## config.mk

```make
export PLATFORM = sky130hd
export DESIGN_NAME = fetch_unit_flat
export DESIGN_NICKNAME = d
export VERILOG_FILES = /design/src/rtl/mips_pkg.sv /design/src/rtl/fetch_unit_if.sv /design/src/rtl/fetch_next_pc.sv /design/src/rtl/fetch_unit.sv /design/src/flat_wrapper.sv
export SDC_FILE = /design/constraint.sdc
export NUM_CORES = 1
export LEC_CHECK = 0
export ABC_AREA = 1
export CAP_MARGIN = 20
export CORE_ASPECT_RATIO = 0.9
export CORE_MARGIN = 3
export CORE_UTILIZATION = 49
export DETAILED_ROUTE_END_ITERATION = 8
export PLACE_DENSITY = 0.79
export SLEW_MARGIN = 10
export SYNTH_ARGS = -nofsm -noshare
export SYNTH_HDL_FRONTEND = slang
export SYNTH_SLANG_ARGS = --single-unit
```

## constraint.sdc

```tcl
create_clock -name clk -period 2.45 [get_ports clk]
set_input_delay 0.6125 -clock clk [delete_from_list [all_inputs] [get_ports clk]]
set_output_delay 0.6125 -clock clk [all_outputs]
set_load 0.02 [all_outputs]
```

## src/rtl/mips_pkg.sv

```systemverilog
// rtl/mips_pkg.sv - shared types, constants and helpers for the fetch stage
package mips_pkg;

  typedef enum logic [0:0] {S_REQ, S_WAIT} fetch_state_t;

  localparam int PC_INCR = 4;
  localparam int SEXT_W  = 64;

  // Wide enough for any supported ADDR_W; callers truncate to their width.
  function automatic logic [SEXT_W-1:0] sext16(input logic [15:0] v);
    return {{(SEXT_W-16){v[15]}}, v};
  endfunction

endpackage

```

## src/rtl/fetch_unit_if.sv

```systemverilog
// rtl/fetch_unit_if.sv - instruction memory request/grant/response bundle
interface fetch_unit_if #(
  parameter int ADDR_W  = 32,
  parameter int INSTR_W = 32
);
  logic               req;
  logic [ADDR_W-1:0]  addr;
  logic               gnt;
  logic               rvalid;
  logic               rready;
  logic [INSTR_W-1:0] rdata;

  modport master (output req, addr, rready, input gnt, rvalid, rdata);
  modport slave  (input req, addr, rready, output gnt, rvalid, rdata);
endinterface

```

## src/rtl/fetch_next_pc.sv

```systemverilog
// rtl/fetch_next_pc.sv - next PC selection: jump, branch, sequential or hold
module fetch_next_pc
  import mips_pkg::*;
#(
  parameter int ADDR_W = 32
) (
  input  logic [ADDR_W-1:0] i_pc_q,
  input  logic              i_gnt,
  input  logic              i_br_taken,
  input  logic [15:0]       i_br_imm,
  input  logic [ADDR_W-1:0] i_br_pcplus4,
  input  logic              i_jmp_taken,
  input  logic [25:0]       i_jmp_index,
  output logic [ADDR_W-1:0] o_next_pc,
  output logic              o_redirect
);

  logic [ADDR_W-1:0] w_br_off;
  logic [ADDR_W-1:0] w_br_tgt;
  logic [ADDR_W-1:0] w_jmp_tgt;

  assign w_br_off = ADDR_W'(sext16(i_br_imm)) << 2;
  assign w_br_tgt = i_br_pcplus4 + w_br_off;

  // Jump keeps the region bits above bit 27 of the branching instruction's pcplus4.
  generate
    if (ADDR_W > 28) begin : g_region
      assign w_jmp_tgt = {i_br_pcplus4[ADDR_W-1:28], i_jmp_index, 2'b00};
    end else begin : g_flat
      assign w_jmp_tgt = {i_jmp_index, 2'b00};
    end
  endgenerate

  assign o_redirect = i_br_taken || i_jmp_taken;

  always_comb begin
    o_next_pc = i_pc_q;
    if (i_jmp_taken) begin
      o_next_pc = w_jmp_tgt;
    end else if (i_br_taken) begin
      o_next_pc = w_br_tgt;
    end else if (i_gnt) begin
      o_next_pc = i_pc_q + ADDR_W'(PC_INCR);
    end
  end

endmodule

```

## src/rtl/fetch_unit.sv

```systemverilog
// rtl/fetch_unit.sv - instruction fetch stage with one-entry output buffer
module fetch_unit
  import mips_pkg::*;
#(
  parameter int               ADDR_W   = 32,
  parameter logic [ADDR_W-1:0] RESET_PC = '0,
  parameter int               INSTR_W  = 32
) (
  input  logic               clk,
  input  logic               reset,
  fetch_unit_if.master       imem,
  output logic               if_valid,
  output logic [INSTR_W-1:0] if_instr,
  output logic [ADDR_W-1:0]  if_pc,
  output logic [ADDR_W-1:0]  if_pcplus4,
  input  logic               id_ready,
  input  logic               br_taken,
  input  logic [15:0]        br_imm,
  input  logic [ADDR_W-1:0]  br_pcplus4,
  input  logic               jmp_taken,
  input  logic [25:0]        jmp_index
);

  fetch_state_t       r_state;
  logic [ADDR_W-1:0]  r_pc;
  logic [ADDR_W-1:0]  r_req_pc;
  logic [ADDR_W-1:0]  r_if_pc;
  logic [INSTR_W-1:0] r_instr;
  logic               r_kill;
  logic               r_valid;

  logic               w_gnt_fire;
  logic               w_rready;
  logic               w_resp;
  logic               w_load;
  logic               w_redirect;
  logic [ADDR_W-1:0]  w_next_pc;

  assign w_gnt_fire = (r_state == S_REQ) && imem.gnt;
  assign w_rready   = !r_valid || id_ready;
  assign w_resp     = (r_state == S_WAIT) && imem.rvalid && w_rready;
  // A response is dropped if it was fetched before a redirect or lands on one.
  assign w_load     = w_resp && !r_kill && !w_redirect;

  fetch_next_pc #(.ADDR_W(ADDR_W)) u_next_pc (
    .i_pc_q      (r_pc),
    .i_gnt       (w_gnt_fire),
    .i_br_taken  (br_taken),
    .i_br_imm    (br_imm),
    .i_br_pcplus4(br_pcplus4),
    .i_jmp_taken (jmp_taken),
    .i_jmp_index (jmp_index),
    .o_next_pc   (w_next_pc),
    .o_redirect  (w_redirect)
  );

  always_ff @(posedge clk) begin
    if (reset) begin
      r_state  <= S_REQ;
      r_pc     <= RESET_PC;
      r_req_pc <= '0;
      r_if_pc  <= '0;
      r_instr  <= '0;
      r_kill   <= 1'b0;
      r_valid  <= 1'b0;
    end else begin
      r_pc <= w_next_pc;

      if (r_state == S_REQ) begin
        if (imem.gnt) begin
          r_req_pc <= r_pc;
          r_state  <= S_WAIT;
          r_kill   <= w_redirect;
        end
      end else begin
        if (w_resp) begin
          r_state <= S_REQ;
          r_kill  <= 1'b0;
        end else if (w_redirect) begin
          r_kill <= 1'b1;
        end
      end

      if (w_redirect) begin
        r_valid <= 1'b0;
      end else if (w_load) begin
        r_valid <= 1'b1;
      end else if (id_ready) begin
        r_valid <= 1'b0;
      end

      if (w_load) begin
        r_instr <= imem.rdata;
        r_if_pc <= r_req_pc;
      end
    end
  end

  assign imem.req    = (r_state == S_REQ) && !reset;
  assign imem.addr   = r_pc;
  assign imem.rready = w_rready;

  assign if_valid   = r_valid;
  assign if_instr   = r_instr;
  assign if_pc      = r_if_pc;
  assign if_pcplus4 = r_if_pc + ADDR_W'(PC_INCR);

endmodule

```

## src/flat_wrapper.sv

```systemverilog
// flat-port wrapper written by rule: the top's interface ports become plain ports
module fetch_unit_flat import mips_pkg::*;
#(
  parameter int               ADDR_W   = 32,
  parameter logic [ADDR_W-1:0] RESET_PC = '0,
  parameter int               INSTR_W  = 32
)
  (clk, reset, if_valid, if_instr, if_pc, if_pcplus4, id_ready, br_taken, br_imm, br_pcplus4, jmp_taken, jmp_index, imem_req, imem_addr, imem_rready, imem_gnt, imem_rvalid, imem_rdata);
  fetch_unit_if #(.ADDR_W(ADDR_W), .INSTR_W(INSTR_W)) imem_i ();
  input  logic clk;
  input  logic reset;
  output logic if_valid;
  output logic [INSTR_W-1:0] if_instr;
  output logic [ADDR_W-1:0] if_pc;
  output logic [ADDR_W-1:0] if_pcplus4;
  input  logic id_ready;
  input  logic br_taken;
  input  logic [15:0] br_imm;
  input  logic [ADDR_W-1:0] br_pcplus4;
  input  logic jmp_taken;
  input  logic [25:0] jmp_index;
  output wire logic [$bits(imem_i.req)-1:0] imem_req;
  output wire logic [$bits(imem_i.addr)-1:0] imem_addr;
  output wire logic [$bits(imem_i.rready)-1:0] imem_rready;
  input wire logic [$bits(imem_i.gnt)-1:0] imem_gnt;
  input wire logic [$bits(imem_i.rvalid)-1:0] imem_rvalid;
  input wire logic [$bits(imem_i.rdata)-1:0] imem_rdata;
  assign imem_req = imem_i.req;
  assign imem_addr = imem_i.addr;
  assign imem_rready = imem_i.rready;
  assign imem_i.gnt = imem_gnt;
  assign imem_i.rvalid = imem_rvalid;
  assign imem_i.rdata = imem_rdata;
  fetch_unit #(.ADDR_W(ADDR_W), .RESET_PC(RESET_PC), .INSTR_W(INSTR_W)) u_core (.clk(clk), .reset(reset), .imem(imem_i), .if_valid(if_valid), .if_instr(if_instr), .if_pc(if_pc), .if_pcplus4(if_pcplus4), .id_ready(id_ready), .br_taken(br_taken), .br_imm(br_imm), .br_pcplus4(br_pcplus4), .jmp_taken(jmp_taken), .jmp_index(jmp_index));
endmodule
```

; Yosys cells after proc, flatten, opt, wreduce, memory -nomap -nowiden
; Index checks and enable logic that the tools add are counted.
; Widths: inputs -> output; s select.
[classes]
n_addsub = 3
eq_ne = 1
n_mux = 12
bitwise_logic = 1
reduce_logical = 20
[op_table]
columns = cell, count
row1 = $mux 32, 3
row2 = $add 32x3->32 const B, 2
row3 = $add 32x32->32, 1
row4 = $mux 1, 9
row5 = $logic_and 1x1->1, 6
row6 = $reduce_bool 2->1, 3
row7 = $logic_not 1->1, 4
row8 = $reduce_and 2->1, 2
row9 = $reduce_or 2->1, 2
row10 = $ne 3x3->1 const B, 1
row11 = $reduce_bool 3->1, 1
row12 = $logic_or 1x1->1, 2
row13 = $not 1->1, 1
[word_totals]
ff_bits = 131
in_bits = 113
out_inout_bits = 131
word_cells = 45

; Depth between registers and ports, before layout
; Gate-level depths: netlist of the first run.
[depth]
depth_word = 6
depth_mapped = 14
mapped_depth_nobuf = 14

; Hierarchy
; A second synthesis of the first run with hierarchy kept.
[hier_totals]
hier_cells = 1486
hier_area_um2 = 8869.8
[by_module_without_submodules]
columns = mod, instances, cells_each, area_each_um2, seq_area_each_um2
row1 = fetch_unit, 1, 732, 5287.6, 2622.5
row2 = fetch_next_pc, 1, 754, 3582.2, 0.0

; Worst setup path before layout of the first run
; OpenSTA, ideal clock, no wires.
[synth_path]
path_type = flip-flop to output port
start = register u_core.r_if_pc[3], in the netlist u_core.if_pc[3]
end = output port if_pcplus4[26]
arrival_time_ns = 2.042
required_ns = 1.837
path_slack_ns = -0.204
stages_incl_launch_ff = 11
n_path_buf = 0
cell_sequence = dfxtp_1 ha_1 nand3_1 nor2_2 nand4_2 nor2_4 nand2_4 nor2_8 nand3_2 nor2_2 xor2_1
[synth_between]
elab_chain_len = 1
[synth_lines]
columns = item, line_no
row1 = start: declaration, fetch_unit.sv:27  ; logic [ADDR_W-1:0] r_if_pc;
row2 = start signal: assignment, fetch_unit.sv:94  ; r_if_pc <= r_req_pc;
row3 = $add 32x3->32, fetch_unit.sv:106  ; assign if_pcplus4 = r_if_pc + ADDR_W'(PC_INCR);
row4 = end: declaration, flat_wrapper.sv:15  ; output logic [ADDR_W-1:0] if_pcplus4;
; Every way passes these cells.

; Worst setup path after layout of the first run
[layout_path]
start = register u_core.r_if_pc[3], in the netlist u_core.if_pc[3]
end = output port if_pcplus4[31]
; The elaborated chain is that of the path after synthesis.

==> impl_metrics.env, run 1 <==
export IMPL_hpwl_mm=25.1
export IMPL_drc_errors=0
export IMPL_finalClockSkew_ns=0.0106
export IMPL_worst_path_max_fanout=3
export IMPL_max_slew_headroom_at_the_worst_pin_pct=70.7
export IMPL_place_congestion=0.979
export IMPL_maximum_number_of_pins_on_one_net_before_global_route_repair=62
export IMPL_cell_internal_pwr_mw=4.74
export IMPL_count_of_vias_placed_by_the_detailed_router=10800
export IMPL_worst_endpoint_arrival_ns=2.22
export IMPL_totalNegativeSetupSlack_ns=-4.55
export IMPL_violations="setup timing"
export IMPL_rsz0062_at_grt="yes"
export IMPL_globalRouteOverflowTotal=0
export IMPL_synth_xor_area_share_pct=4.46
export IMPL_drv_cap=0
export IMPL_worst_hold_path_type="reg2reg"
export IMPL_p_seq_share_pct=34.4
export IMPL_layout_drive_gt1_share_pct=18.3
export IMPL_worst_slew_pin_transition_ns=0.437
export IMPL_die_width_um=146
export IMPL_placement_rows=45
export IMPL_fin_total_pwr_mw=6.94
export IMPL_final_nets=1911
export IMPL_num_fill_cells=1229
export IMPL_routed_wl_mm=33.5
export IMPL_synth_async_sr_flop_share_pct=0
export IMPL_synthesis_area_per_instance_um2=6.16
export IMPL_finalHoldViolations=0
export IMPL_synth_simple_gate_area_share_pct=34.7
export IMPL_commonest_non_fill_non_tap_cell_in_the_layout="nand2_1"
export IMPL_worst_setup_path_type="reg2out"
export IMPL_fp_coreArea_um2=17100
export IMPL_num_io_pins=244
export IMPL_comb_power_share_pct=26.2
export IMPL_grt_pass1_wl_mm=50.9
export IMPL_clock_root_buffer="clkbuf_16"
export IMPL_cell_variety_after_synth=36
export IMPL_numClockSinks=131
export IMPL_post_place_ws_ns=-0.463
export IMPL_power_clock_fraction_pct=39.4
export IMPL_mostFrequentLayoutCells="nand2_1, clkdlybuf4s50_1, nor2_1"
export IMPL_critPathRequiredTime_ns=1.84
export IMPL_postSynthRegisterBits=131
export IMPL_synth_compound_gate_area_share_pct=15.8
export IMPL_finalCriticalPeriod_ns=2.83
export IMPL_placed_cells_incl_taps=1967
export IMPL_wire_per_inst_um=16.6
export IMPL_synthesis_yosys_warnings=0
export IMPL_seq_area_frac_synth_pct=30.3
export IMPL_timing_critical_path_to_type="output pin"
export IMPL_clock_latency_on_the_worst_skew_pair_ns=0.42
export IMPL_cts_made_buffers=17
export IMPL_cts_root_to_sink_buffers=2
export IMPL_setup_violations_final=18
export IMPL_die_area_um2=19300
export IMPL_tritoncts_clock_tree="built"
export IMPL_global_route_usage_total_pct=32.2
export IMPL_hold_buffers=0
export IMPL_drt_pass1_iterations=8
export IMPL_placement_io_buffers=243
export IMPL_antenna_diode_count=0
export IMPL_initial_core_util_pct=50.7
export IMPL_status="complete, but fails checks"
export IMPL_adder_and_majority_cell_fraction_of_the_synthesized_area_pct=4.72
export IMPL_vias_in_the_first_global_route=9966
export IMPL_fin_ws_ns=-0.380
export IMPL_multi_input_area_um2=5670
export IMPL_crit_share_post_route_pct=116
export IMPL_switchingPower_mw=2.20
export IMPL_die_height_um=132
export IMPL_leakage_nw=6.39
export IMPL_cts_htree_levels=4
export IMPL_antenna_found_initial=0
export IMPL_switching_fraction_pct=31.7
export IMPL_critical_path_startpoint_category="flop"
export IMPL_synth_edf_count=0
export IMPL_ff_latch_area_um2=2630
export IMPL_drt_iter0_drc=966
export IMPL_post_route_util_pct=79.3
export IMPL_viasPerCell=5.37
export IMPL_area_growth_synth_to_final_pct=56.5
export IMPL_clk_pin_slew_worst_paths_ns=0.07
export IMPL_synthesis_area_um2=8650
export IMPL_peakVddDrop_v=0.000605
export IMPL_final_max_slew_violation_count=0
export IMPL_synth_top_family_by_area="simple AND/OR/NAND/NOR gates"
export IMPL_postSynthCellCount=1405
export IMPL_cellPowerDensity_nw_per_um2=513
export IMPL_instances_no_fill=2014
export IMPL_synth_top_flop_cell="dfxtp_1"
export IMPL_multiplexer_share_of_the_synthesized_area_pct=0
export IMPL_achievable_frequency_mhz=353
export IMPL_drtAntennaViolNets=0
export IMPL_mappedNetlistNets=1550
## path summary, 6_finish.rpt
| check | start | to | slack, ns | depth (start not counted) |
|---|---|---|---|---|
| hold reg to reg | u_core.r_req_pc[5] | u_core.if_pc[5] | 0.49 | 2 |
| hold / removal | u_core.r_req_pc[5] | u_core.if_pc[5] | 0.49 | 2 |
| setup reg to reg | u_core.imem.addr[10] | u_core.imem.addr[30] | 0.33 | 11 |
| setup / recovery | u_core.if_pc[3] | if_pcplus4[31] | -0.38 | 14 |
## worst max-delay path: stages, from the launching register on
cell	delay (ns)
dfxtp_4	0.36
buf_4	0.13
nand3_4	0.08
inv_2	0.05
nand2_2	0.06
nor2_4	0.11
inv_2	0.05
nor2_4	0.10
inv_2	0.06
nor2_4	0.15
inv_2	0.08
nor2_4	0.13
nand4_4	0.11
xnor2_2	0.16
buf_4	0.16
## timing repair
item,CTS,global route
buffers inserted,4,12
gates resized for setup,128,85
pin swaps,13,21
endpoints found under the hold margin,0,0
setup endpoints to repair,29,41
## cell families (layout without fill, tap and decap cells)
| group | after synthesis | after routing |
|---|---|---|
| and+or+nand+nor | 707 | 707 |
| AOI/OAI and AO/OA | 266 | 266 |
| buffers and inverters | 225 | 599 |
| xor gates and xnor gates | 44 | 44 |
| adders and majority gates | 32 | 32 |
| DFF | 131 | 131 |
## cell usage after synthesis, drive strengths merged, types with 10 or more instances
| master | n | share of area (%) |
|---|---|---|
| a21oi | 102 | 5.9 |
| clkbuf | 45 | 2.0 |
| dfxtp | 131 | 30 |
| ha | 31 | 4.5 |
| inv | 170 | 7.4 |
| nand2 | 342 | 15 |
| nand3 | 88 | 5.3 |
| nand4 | 13 | 1.3 |
| nor2 | 230 | 11 |
| nor3 | 21 | 1.4 |
| o21ai | 150 | 8.7 |
| xnor2 | 10 | 1.0 |
| xor2 | 34 | 3.4 |
## through the flow
stage,hold WS (ns),area (um2)
after floorplan,0.448,8730
after global placement,0.464,12400
after detailed placement,0.471,12400
after CTS,0.485,13100
after global routing,0.496,13500
final,0.486,13500
## layer usage
metal	part of all wire [%]	wire [um]	global-route usage (%)	up-vias
met1	40	13400	42.4	4954
li1	-	-	-	5223
met2	46	15500	52.2	581
met3	12	4000	9.59	54
met4	1.8	617	7.89	0
met5	0	0	0	-
## flip-flops by register name (all words and copies together), names as in the netlist, named ones only
register,flops
u_core.if_instr,32
u_core.r_state,1
u_core.if_pc,32
u_core.r_req_pc,32
u_core.imem.addr,30
u_core.if_valid,1
u_core.r_kill,1
## power groups by stage
stage / clock network [mW] / logic [mW] / registers, mW
finish: 2.74 / 1.82 / 2.39
global route: 2.82 / 1.97 / 2.40
CTS: 2.73 / 1.69 / 2.38
detailed placement: 0 / 1.67 / 2.42
global placement: 0 / 1.65 / 2.42
floorplan: 0 / 0.772 / 2.48
## layout make-up
cell class,instances,share of cell area (%)
tap,235,2.17
clock inverter,14,1.41
sequential,131,19.5
timing repair buffer,396,27.1
clock buffer,18,3.25
multi-input combinational,1049,41.9
inverter,171,4.74
Power figures use the tool's default switching activity.
==> inputs of run 2 (changes only) <==
--- a/config.mk
+++ b/config.mk
@@ -7,11 +7,14 @@
 export LEC_CHECK = 0
 export ABC_AREA = 1
 export CAP_MARGIN = 20
+export CELL_PAD_IN_SITES_DETAIL_PLACEMENT = 0
+export CELL_PAD_IN_SITES_GLOBAL_PLACEMENT = 1
 export CORE_ASPECT_RATIO = 0.9
 export CORE_MARGIN = 3
-export CORE_UTILIZATION = 49
+export CORE_UTILIZATION = 33
 export DETAILED_ROUTE_END_ITERATION = 8
-export PLACE_DENSITY = 0.79
+export GPL_ROUTABILITY_DRIVEN = 1
+export PLACE_DENSITY = 0.78
 export SLEW_MARGIN = 10
 export SYNTH_ARGS = -nofsm -noshare
 export SYNTH_HDL_FRONTEND = slang
==> impl_metrics.env, run 2 (same netlist as run 1, synthesis figures left out) <==
export IMPL_fp_coreArea_um2=25500
export IMPL_leakage_nw=6.32
export IMPL_finalInstanceArea_um2=13400
export IMPL_final_nets=1908
export IMPL_drt_iter0_drc=715
export IMPL_timing_critical_path_to_type="output pin"
export IMPL_global_route_usage_total_pct=22.6
export IMPL_initial_core_util_pct=34.0
export IMPL_max_slew_headroom_at_the_worst_pin_pct=65.6
export IMPL_antenna_diode_count=0
export IMPL_critPathMostFrequentCell="nor2_4"
export IMPL_hpwl_mm=26.2
export IMPL_die_area_um2=28200
export IMPL_mostFrequentLayoutCells="nand2_1, clkdlybuf4s50_1, nor2_1"
export IMPL_cpPeakStageDelay_ns=0.36
export IMPL_crit_share_post_route_pct=114
export IMPL_die_height_um=160
export IMPL_cellPowerDensity_nw_per_um2=487
export IMPL_worst_setup_path_type="reg2out"
export IMPL_worst_endpoint_arrival_ns=2.17
export IMPL_drt_pass1_iterations=5
export IMPL_wire_per_inst_um=15.5
export IMPL_critPathRequiredTime_ns=1.84
export IMPL_placement_rows=55
export IMPL_place_congestion=0.918
export IMPL_violations="setup timing"
export IMPL_viasPerCell=4.79
export IMPL_placement_cell_area_um2=12500
export IMPL_cts_root_to_sink_buffers=2
export IMPL_drtAntennaViolNets=0
export IMPL_routed_wl_mm=32.8
export IMPL_drv_cap=0
export IMPL_clk_pin_slew_worst_paths_ns=0.06
export IMPL_antenna_found_initial=0
export IMPL_cp_cell_sequence="ha_4, nand3_4, nor2_4, nand4_4, nor2_4, nand2_4, nor2_8, nand4_4, nor2_4, xor2_2, buf_6"
export IMPL_ff_latch_area_um2=2630
export IMPL_cts_htree_levels=4
export IMPL_worst_hold_path_type="reg2reg"
export IMPL_setup_violations_final=16
export IMPL_grt_pass1_wl_mm=50.9
export IMPL_area_growth_synth_to_final_pct=54.9
export IMPL_multi_input_area_um2=5510
export IMPL_globalRouteOverflowTotal=0
export IMPL_rsz0062_at_grt="yes"
export IMPL_num_io_pins=244
export IMPL_worst_path_max_fanout=3
export IMPL_worst_slew_pin_transition_ns=0.514
export IMPL_post_route_util_pct=52.6
export IMPL_drc_errors=0
export IMPL_numClockSinks=131
export IMPL_tritoncts_clock_tree="built"
export IMPL_final_max_slew_violation_count=0
export IMPL_finalCriticalPeriod_ns=2.78
export IMPL_vias_in_the_first_global_route=9449
export IMPL_clock_root_buffer="clkbuf_16"
export IMPL_crit_slowest_cell="dfxtp_4"
export IMPL_cts_made_buffers=17
export IMPL_finalHoldViolations=0
export IMPL_critical_path_startpoint_category="flop"
export IMPL_num_fill_cells=2580
export IMPL_clock_latency_on_the_worst_skew_pair_ns=0.42
export IMPL_maximum_number_of_pins_on_one_net_before_global_route_repair=50
export IMPL_holdWs_ns=0.476
export IMPL_die_width_um=177
export IMPL_finalClockSkew_ns=0.00887
export IMPL_peakVddDrop_v=0.000297
export IMPL_fin_ws_ns=-0.333
export IMPL_placement_io_buffers=243
export IMPL_commonest_non_fill_non_tap_cell_in_the_layout="nand2_1"
export IMPL_achievable_frequency_mhz=359
export IMPL_layout_drive_gt1_share_pct=16.8
export IMPL_count_of_vias_placed_by_the_detailed_router=10100
export IMPL_status="complete, but fails checks"
[run 2: critical path, delay by kind of cell, from the launching register on]
family	cells	cell delay, ns
adder cells (fa/ha/maj)	1	0.14
buffers and inverters	1	0.14
flip-flops	1	0.36
XOR/XNOR	1	0.16
AND/OR/NAND/NOR	8	0.94
[run 2: path summary, 6_finish.rpt]
check,startpoint,to,slack [ns],cells after the start
setup / recovery,u_core.if_pc[3],if_pcplus4[24],-0.33,11
hold reg to reg,u_core.r_req_pc[31],u_core.if_pc[31],0.48,2
hold / removal,u_core.r_req_pc[31],u_core.if_pc[31],0.48,2
setup reg to reg,u_core.imem.addr[10],u_core.imem.addr[30],0.22,11
[run 2: cell type report]
| cell class | instances | share of cell area [%] |
|---|---|---|
| Inverter | 171 | 4.79 |
| Timing Repair Buffer | 393 | 27.1 |
| Tap cell | 342 | 3.19 |
| Sequential cell | 131 | 19.6 |
| Multi-Input combinational cell | 1049 | 41.1 |
| Clock inverter | 15 | 0.915 |
| Clock buffer | 17 | 3.18 |
[run 2: through the flow]
| step | total power, mW | std cells | worst slack, ns | setup TNS (ns) |
|---|---|---|---|---|
| 4_1_cts | 6.51 | 2113 | -0.395 | -3.69 |
| 2_1_floorplan | 3.26 | 1405 | 0.00331 | 0 |
| 6_report | 6.53 | 2118 | -0.333 | -3.22 |
| 5_1_grt | 6.88 | 2118 | -0.446 | -5.32 |
| 3_5_place_dp | 4.13 | 2077 | -0.488 | -12.53 |
| 3_3_place_gp | 4.12 | 2077 | -0.401 | -11.19 |
[run 2: what timing repair did]
item                       in CTS  in global routing
gates cloned                    0                  1
pin swaps                      12                 13
resized for setup             125                 60
setup endpoints to repair      29                 41
hold buffers                    0                  0
buffers inserted                5                  5
[run 2: per-layer routing]
metal,GRT usage [%],routed length [um]
met5,0,0
met4,4.96,472
met3,5.58,2450
met2,34.4,14400
met1,32.3,15500
[run 2: report_power, final]
| group | switching, mW | internal [mW] |
|---|---|---|
| combinational | 0.960 | 0.806 |
| clock | 1.06 | 1.32 |
| sequential | 0.130 | 2.25 |
| total | 2.15 | 4.38 |
